--- config.mk ---
export PLATFORM = sky130hd
export DESIGN_NAME = seq_mult_add_flat
export DESIGN_NICKNAME = d
export VERILOG_FILES = /design/src/rtl/seq_mult_pkg.sv /design/src/rtl/seq_mult_add_if.sv /design/src/rtl/seq_mult_add_step.sv /design/src/rtl/seq_mult_add.sv /design/src/flat_wrapper.sv
export SDC_FILE = /design/constraint.sdc
export NUM_CORES = 1
export LEC_CHECK = 0
export ABC_AREA = 1
export ABC_CLOCK_PERIOD_IN_PS = 4850
export BUFFER_PORTS_ARGS = -buffer_cell sky130_fd_sc_hd__buf_2
export CELL_PAD_IN_SITES_DETAIL_PLACEMENT = 1
export CELL_PAD_IN_SITES_GLOBAL_PLACEMENT = 1
export CORE_ASPECT_RATIO = 0.8
export CORE_MARGIN = 4
export CORE_UTILIZATION = 46
export DETAILED_ROUTE_END_ITERATION = 10
export PLACE_DENSITY_LB_ADDON = 0.1
export SLEW_MARGIN = 20
export SYNTH_ARGS = -nofsm -noshare
export SYNTH_HDL_FRONTEND = slang
export SYNTH_SLANG_ARGS = --single-unit
export TNS_END_PERCENT = 1
--- constraint.sdc ---
create_clock -name clock -period 4.85 [get_ports clock]
set_input_delay 0.2425 -clock clock [delete_from_list [all_inputs] [get_ports clock]]
set_output_delay 0.2425 -clock clock [all_outputs]
set_load 0.02 [all_outputs]
--- src/rtl/seq_mult_pkg.sv ---
// Shared types and defaults for the shift-and-add multiply-accumulate unit.
package seq_mult_pkg;

    localparam int DEFAULT_WIDTH = 4;

    typedef enum logic [1:0] {IDLE, RUN, DONE} mult_state_t;

endpackage

--- src/rtl/seq_mult_add_if.sv ---
// Start/done handshake and operand/result bus between the controller and seq_mult_add.
interface seq_mult_add_if
    import seq_mult_pkg::*;
#(
    parameter int WIDTH = DEFAULT_WIDTH
);
    logic               start;
    logic [WIDTH-1:0]   multiplicand;
    logic [WIDTH-1:0]   multiplier;
    logic [WIDTH-1:0]   addend;
    logic               busy;
    logic               done;
    logic [2*WIDTH-1:0] product;
    logic               rem_valid;

    modport master (
        output start, multiplicand, multiplier, addend,
        input  busy, done, product, rem_valid
    );

    modport slave (
        input  start, multiplicand, multiplier, addend,
        output busy, done, product, rem_valid
    );
endinterface

--- src/rtl/seq_mult_add_step.sv ---
// One shift-and-add iteration: conditionally add the shifted multiplicand into the accumulator.
module mult_step #(
    parameter int WIDTH = 4,
    parameter int CW    = $clog2(WIDTH) + 1
) (
    input  logic [2*WIDTH-1:0] acc_i,
    input  logic [WIDTH-1:0]   mcand_i,
    input  logic               lsb_i,
    input  logic [CW-1:0]      shamt_i,
    output logic [2*WIDTH-1:0] acc_o
);
    logic [2*WIDTH-1:0] partial;

    always_comb begin
        partial = {{WIDTH{1'b0}}, mcand_i} << shamt_i;
        acc_o   = lsb_i ? (acc_i + partial) : acc_i;
    end
endmodule

--- src/rtl/seq_mult_add.sv ---
// Reconstructs dividend = divisor * quotient + remainder and flags whether the triple is a legal division result.
//   state | meaning
//   IDLE  | waiting for start; operands captured on accept
//   RUN   | one shift-and-add iteration per clock, WIDTH iterations
//   DONE  | product/rem_valid freshly written, done pulsed for one cycle
module seq_mult_add
    import seq_mult_pkg::*;
#(
    parameter int WIDTH = DEFAULT_WIDTH
) (
    input  logic          clock,
    input  logic          reset_n,
    seq_mult_add_if.slave bus
);
    localparam int PW = 2 * WIDTH;
    localparam int CW = $clog2(WIDTH) + 1;
    localparam logic [CW-1:0] LAST_ITER = CW'(WIDTH - 1);
    localparam logic [CW-1:0] CNT_ONE   = CW'(1);

    mult_state_t      state_q, state_d;
    logic [WIDTH-1:0] mcand_q, mcand_d;
    logic [WIDTH-1:0] mplier_q, mplier_d;
    logic [WIDTH-1:0] addend_q, addend_d;
    logic [CW-1:0]    cnt_q, cnt_d;
    logic [PW-1:0]    acc_q, acc_d;
    logic [PW-1:0]    product_q, product_d;
    logic             rem_valid_q, rem_valid_d;
    logic             busy_q, busy_d;
    logic             done_q, done_d;
    logic [PW-1:0]    acc_step;

    mult_step #(.WIDTH(WIDTH), .CW(CW)) u_step (
        .acc_i   (acc_q),
        .mcand_i (mcand_q),
        .lsb_i   (mplier_q[0]),
        .shamt_i (cnt_q),
        .acc_o   (acc_step)
    );

    always_comb begin
        state_d     = state_q;
        mcand_d     = mcand_q;
        mplier_d    = mplier_q;
        addend_d    = addend_q;
        cnt_d       = cnt_q;
        acc_d       = acc_q;
        product_d   = product_q;
        rem_valid_d = rem_valid_q;

        case (state_q)
            IDLE: begin
                if (bus.start) begin
                    state_d  = RUN;
                    mcand_d  = bus.multiplicand;
                    mplier_d = bus.multiplier;
                    addend_d = bus.addend;
                    acc_d    = {{WIDTH{1'b0}}, bus.addend};
                    cnt_d    = '0;
                end
            end
            RUN: begin
                acc_d    = acc_step;
                mplier_d = mplier_q >> 1;
                cnt_d    = cnt_q + CNT_ONE;
                // The final iteration's sum goes straight to the output so done and product align.
                if (cnt_q == LAST_ITER) begin
                    state_d     = DONE;
                    product_d   = acc_step;
                    rem_valid_d = (mcand_q != '0) && (addend_q < mcand_q);
                end
            end
            DONE:    state_d = IDLE;
            default: state_d = IDLE;
        endcase

        busy_d = (state_d != IDLE);
        done_d = (state_d == DONE);
    end

    always_ff @(posedge clock or negedge reset_n) begin
        if (!reset_n) begin
            state_q     <= IDLE;
            mcand_q     <= '0;
            mplier_q    <= '0;
            addend_q    <= '0;
            cnt_q       <= '0;
            acc_q       <= '0;
            product_q   <= '0;
            rem_valid_q <= 1'b0;
            busy_q      <= 1'b0;
            done_q      <= 1'b0;
        end else begin
            state_q     <= state_d;
            mcand_q     <= mcand_d;
            mplier_q    <= mplier_d;
            addend_q    <= addend_d;
            cnt_q       <= cnt_d;
            acc_q       <= acc_d;
            product_q   <= product_d;
            rem_valid_q <= rem_valid_d;
            busy_q      <= busy_d;
            done_q      <= done_d;
        end
    end

    assign bus.busy      = busy_q;
    assign bus.done      = done_q;
    assign bus.product   = product_q;
    assign bus.rem_valid = rem_valid_q;
endmodule

--- src/flat_wrapper.sv ---
// flat-port wrapper written by rule: the top's interface ports become plain ports
module seq_mult_add_flat import seq_mult_pkg::*;
#(
    parameter int WIDTH = DEFAULT_WIDTH
)
  (clock, reset_n, bus_start, bus_multiplicand, bus_multiplier, bus_addend, bus_busy, bus_done, bus_product, bus_rem_valid);
  seq_mult_add_if #(.WIDTH(WIDTH)) bus_i ();
  input  logic clock;
  input  logic reset_n;
  input wire logic [$bits(bus_i.start)-1:0] bus_start;
  input wire logic [$bits(bus_i.multiplicand)-1:0] bus_multiplicand;
  input wire logic [$bits(bus_i.multiplier)-1:0] bus_multiplier;
  input wire logic [$bits(bus_i.addend)-1:0] bus_addend;
  output wire logic [$bits(bus_i.busy)-1:0] bus_busy;
  output wire logic [$bits(bus_i.done)-1:0] bus_done;
  output wire logic [$bits(bus_i.product)-1:0] bus_product;
  output wire logic [$bits(bus_i.rem_valid)-1:0] bus_rem_valid;
  assign bus_i.start = bus_start;
  assign bus_i.multiplicand = bus_multiplicand;
  assign bus_i.multiplier = bus_multiplier;
  assign bus_i.addend = bus_addend;
  assign bus_busy = bus_i.busy;
  assign bus_done = bus_i.done;
  assign bus_product = bus_i.product;
  assign bus_rem_valid = bus_i.rem_valid;
  seq_mult_add #(.WIDTH(WIDTH)) u_core (.clock(clock), .reset_n(reset_n), .bus(bus_i));
endmodule
* After elaboration in Yosys (flattened, before gate mapping)
Index checks and enable logic that the tools add are counted.
Storage, ports and cells: input bits 15, output and inout bits 11, logic and storage cells 36, register bits after elaboration 36
Cells by class: equal/unequal tests 4, reductions and logical operators 8, shift-type cells 1, $lt $le $gt $ge 1, add/sub/neg operators 2, multiplexer cells 10
Operator list (number):
- $mux 8 | 2
- $pmux 8 s2 | 1
- $add 8x8->8 | 1
- $pmux 4 s2 | 1
- $shl 4x3->8 | 1
- $pmux 3 s2 | 1
- $reduce_and 2->1 | 3
- $lt 4x4->1 | 1
- $mux 2 | 2
- $mux 4 | 1
- $pmux 2 s2 | 1
- $reduce_bool 2->1 | 2
- $reduce_bool 4->1 | 1
- $add 3x1->3 const B | 1
- $eq 3x2->1 const B | 1
- $mux 3 | 1
- $eq 2x1->1 const B | 1
- $eq 2x2->1 const B | 1
- $logic_not 2->1 | 1
- $ne 2x2->1 const B | 1
- $logic_and 1x1->1 | 1

* Longest topological paths before layout
depth in word-level cells 4, mapped depth 17, depth with buffers taken out 17

* Modules after synthesis
A second synthesis with hierarchy kept.
Second synthesis, totals: cell total of the unflattened synthesis 270, area total of the unflattened synthesis 2110.8 sq um
By module, submodules not included:
- seq_mult_add | cells an instance 159, seq. area each 900.9 sq um, times used 1, area an instance 1525.2 sq um
- mult_step | cells an instance 111, seq. area each 0.0 sq um, times used 1, area an instance 585.6 sq um

* Worst setup path before layout
No wires, ideal clock.
path kind reg2reg, start register u_core.cnt_q[0], end register u_core.product_q[7] (netlist: u_core.bus.product[7]), cell stages (with the launch flop) 17, buffers on the path 1, period minus slack after synthesis 2.028 ns, path slack 2.822 ns, data required time 4.733 ns, arrival time 1.911 ns, setup time 0.117 ns, cells stage by stage dfrtp_1 -> buf_6 -> nand2_1 -> o21ai_0 -> o21ai_0 -> o22ai_1 -> ha_1 -> nand2_1 -> inv_1 -> a21oi_1 -> nand2_1 -> nand2_2 -> nand3_2 -> nand2_1 -> nand2_1 -> nand2_1 -> nand2_1
Between the ends: cells in the longest elaborated chain, start to end 3, elaborated cells between the ends (all ways) 5, those cells by class add/sub (1); eq/ne (1); shift (1); mux (1); reduce/logical (1)
RTL lines:
- from (decl) | RTL line seq_mult_add.sv:24 | logic [CW-1:0] cnt_q, cnt_d;
- from (signal assigned) | RTL line seq_mult_add.sv:97 | cnt_q <= cnt_d;
- $shl 4x3->8 | RTL line seq_mult_add_step.sv:15 | partial = {{WIDTH{1'b0}}, mcand_i} << shamt_i;
- $add 8x8->8 | RTL line seq_mult_add_step.sv:16 | acc_o = lsb_i ? (acc_i + partial) : acc_i;
- $mux 8 | RTL line seq_mult_add_step.sv:16
- to (signal assigned) | RTL line seq_mult_add.sv:99 | product_q <= product_d;
- to (decl) | RTL line seq_mult_add.sv:26 | logic [PW-1:0] product_q, product_d;
Several ways; a longest one is shown, not always the timed one. A chain may end at the register's enable or synchronous reset.

* Worst setup path in the final report
Same ends and word-level chain as after synthesis.

==> results by group <==
Run status
  – Outcome: complete, no violations

Worst setup path
  – Max FO, Critical Path: 10
  – WS Path Type: register to register
  – Crit-path cells: nand2_1 -> o21ai_0 -> o21ai_0 -> o22ai_1 -> ha_1 -> nand2_1 -> inv_1 -> a21oi_1 -> nand2_1 -> nand2_2 -> nand3_2 -> nand2_1 -> nand2_1 -> nand2_1 -> nand2_1
  – Crit end category: register
  – Slowest Stage Delay on Critical Path: 480 ps
  – Critical path arrival: 2620 ps
  – CP required: 5030 ps
  – Startpoint Class: register
  – Top cell by count, worst path: nand2_1
  – CP max stage cell: dfrtp_1
  – FF-to-FF setup slack: around 2400 ps

Floorplanning
  – Die area: 5590 um2
  – Starting Density: 0.484
  – Core Box Area: 4230 um2
  – Die width: 82.6 um
  – Die Y-Extent: between 60 and 70 um
  – Num rows: 21
  – I/O pins: 26

Logic synthesis
  – #FFs+latches synth: 36
  – Mapped Area: 2050 um2
  – Sequential area share after synthesis: 0.440
  – Most common cell in the synthesized netlist: nand2_1
  – Synth unique cells: 31
  – Top FF cell, synth: dfrtp_1
  – Syn_nets: 284
  – Top cell type's share of synthesized area: 0.440
  – EDFF count, synth: 0
  – Top cell type by total area after synthesis: dfrtp_1
  – Synth Area per Inst: 8.01 um2
  – Async SR Flop Fraction: 1.00
  – Yosys warnings: 0
  – Number of cells produced by synthesis: between 200 and 300
  – Area contributors post-synth: dfrtp_1 (44%), nand2_1 (15%), ha_1 (7.3%)
  – Synth top cells by count: nand2_1 (83), dfrtp_1 (36), inv_1 (25)

CTS
  – H-tree depth: 2
  – # hold bufs at CTS: 0
  – Clk Tree Root Cell: clkbuf_8
  – Clock Path Buffers: 2
  – Num CTS Buffers: 5
  – Skew-Pair Late Insertion Delay: between 200 and 300 ps
  – Postcts setup bufs: 0
  – Clk sink count: 36
  – Reg clk slew, reported paths: 70 ps
  – Clock tree from TritonCTS: yes
  – Post-cts repair resize count: 0

STA
  – Setup TNS: 0 ps
  – Min Tclk post-route: approximately 2400 ps
  – Max Slew Vio Count: 0
  – Period utilisation layout: 0.504
  – Unrepaired setup endpoints after global routing: no
  – Least-Margin Pin Slew: 821 ps
  – Fmax: 0.409 GHz
  – Skew final: 4.00 ps
  – Fin. Hold Viols: 0
  – Setup Viol. Count Final: 0
  – Max_slew headroom: 0.452

Global route
  – Tot GR Track Use: 0.202
  – First-pass GRT wire length: 8.45 mm
  – GRT Residual Overflow: 0
  – Largest net degree at the start of global routing: 37
  – Vias in the first global route: 1,792
  – Initial antenna violation count: 0

Drt
  – Wire length per cell: 14.4 um
  – Vias/cell: 5.18
  – 1st-pass router iterations: 4
  – DRT iter0 DRCs: a little under 100
  – Final WL: 4.91 mm
  – Via count: 1,762
  – DRC: 0
  – Remaining antenna violation count: 0

Run
  – Max-capacitance violation count: 0

Power
  – P_leak: 0.00120 uW
  – Worst IR Drop VDD: 0.000357 V
  – Power density cells: 811 nW/um2

Finish
  – Final nets: slightly above 300
  – Final Non-Filler Cells: 340
  – Ant. Diodes: 0
  – # fillers: about 560
  – Util after Layout: 0.545
  – Register area: 901 um2
  – P&R area growth vs syn: 12.5%
  – Share of cells above drive strength 1: 0.191
  – Area of the multi-input gates: approximately 980 um2

Placed design
  – Cells after DPL: 332
  – DP HPWL: 3.72 mm
  – Placer Congestion: 0.864
  – Port bufs: 25

Hold path
  – HP Class: primary input to asynchronous set/reset pin
## layout by cell type, fill, tap and decap left out, drive strengths merged, types with 2 or more instances in the layout
cell	instances
o22ai	3
nor2	12
clkinv	2
o21ai	29
inv	30
a21oi	7
nand4	2
nand2	88
clkbuf	6
buf	25
o21bai	2
dfrtp	36
o211ai	3
ha	12
nand3	16
or2	3
## per-layer routing
metal	up-vias	track usage	wire, um
li1	879	-	-
met1	849	0.290	2550
met2	30	0.312	2130
met3	4	0.0440	192
met4	0	0.0429	39
met5	-	0	0
## per-stage QoR
stage	area, um2	worst slack, ps	hold WS, ps	power (uW)
global route	2310	2130	104	2080
finish	2310	2410	50.7	1870
global placement	2200	2420	382	1590
floorplan	2050	2820	-53.1	1360
CTS	2310	2370	77.1	1890
detailed placement	2200	2370	386	1610
## cell type report
class | instances | share of cell area
multi-input cells | 183 | 0.426
flip-flops and latches | 36 | 0.391
inverters | 31 | 0.0510
clock buffers | 6 | 0.0315
clock inverters | 2 | 0.0152
repair buffers | 25 | 0.0543
well taps | 57 | 0.0309
## logic make-up (layout without fill, tap and decap cells)
family | count (synthesis) | in the layout | synth area share
flip-flops | 36 | 36 | 0.440
AND/OR/NAND/NOR | 122 | 122 | 0.258
buffers and inverters | 37 | 64 | 0.0806
adder cells (fa/ha/maj) | 13 | 13 | 0.0830
XOR/XNOR | 2 | 2 | 0.00855
AO/OA/AOI/OAI | 46 | 46 | 0.131
## final timing paths
path / start / to / cells after the start
setup reg to reg: u_core.cnt_q[0] / u_core.bus.product[7] / 15
hold reg to reg: u_core.bus.product[0] / u_core.bus.product[0] / 2
setup / recovery: u_core.cnt_q[0] / u_core.bus.product[7] / 15
min in group clock: bus_multiplicand[0] / u_core.mcand_q[0] / 3
max in group asynchronous: reset_n / u_core.bus.product[6] / 1
hold / removal: reset_n / u_core.mcand_q[3] / 1
## report_power, final
| part | internal (uW) | switching, uW | total, uW |
|---|---|---|---|
| Sequential | 444 | 113 | 557 |
| Combinational | 374 | 678 | 1050 |
| Clock | 153 | 108 | 261 |
| Total | 971 | 900 | 1870 |
## state kept, by name (all words and copies together) (netlist names), 2 cells and up
signal / cells
u_core.acc_q: 8
u_core.addend_q: 4
u_core.bus.product: 8
u_core.cnt_q: 3
u_core.mcand_q: 4
u_core.mplier_q: 4
u_core.state_q: 2
## worst max-delay path, delay by kind of cell (launching register included)
| kind | cells | cell delay (ps) |
|---|---|---|
| AND/OR/NAND/NOR | 9 | 750 |
| adder cells (fa/ha/maj) | 1 | 350 |
| buffers and inverters | 1 | 40 |
| flip-flops | 1 | 480 |
| AO/OA/AOI/OAI | 4 | 740 |
No activity file was read; power rests on OpenSTA's default activity.
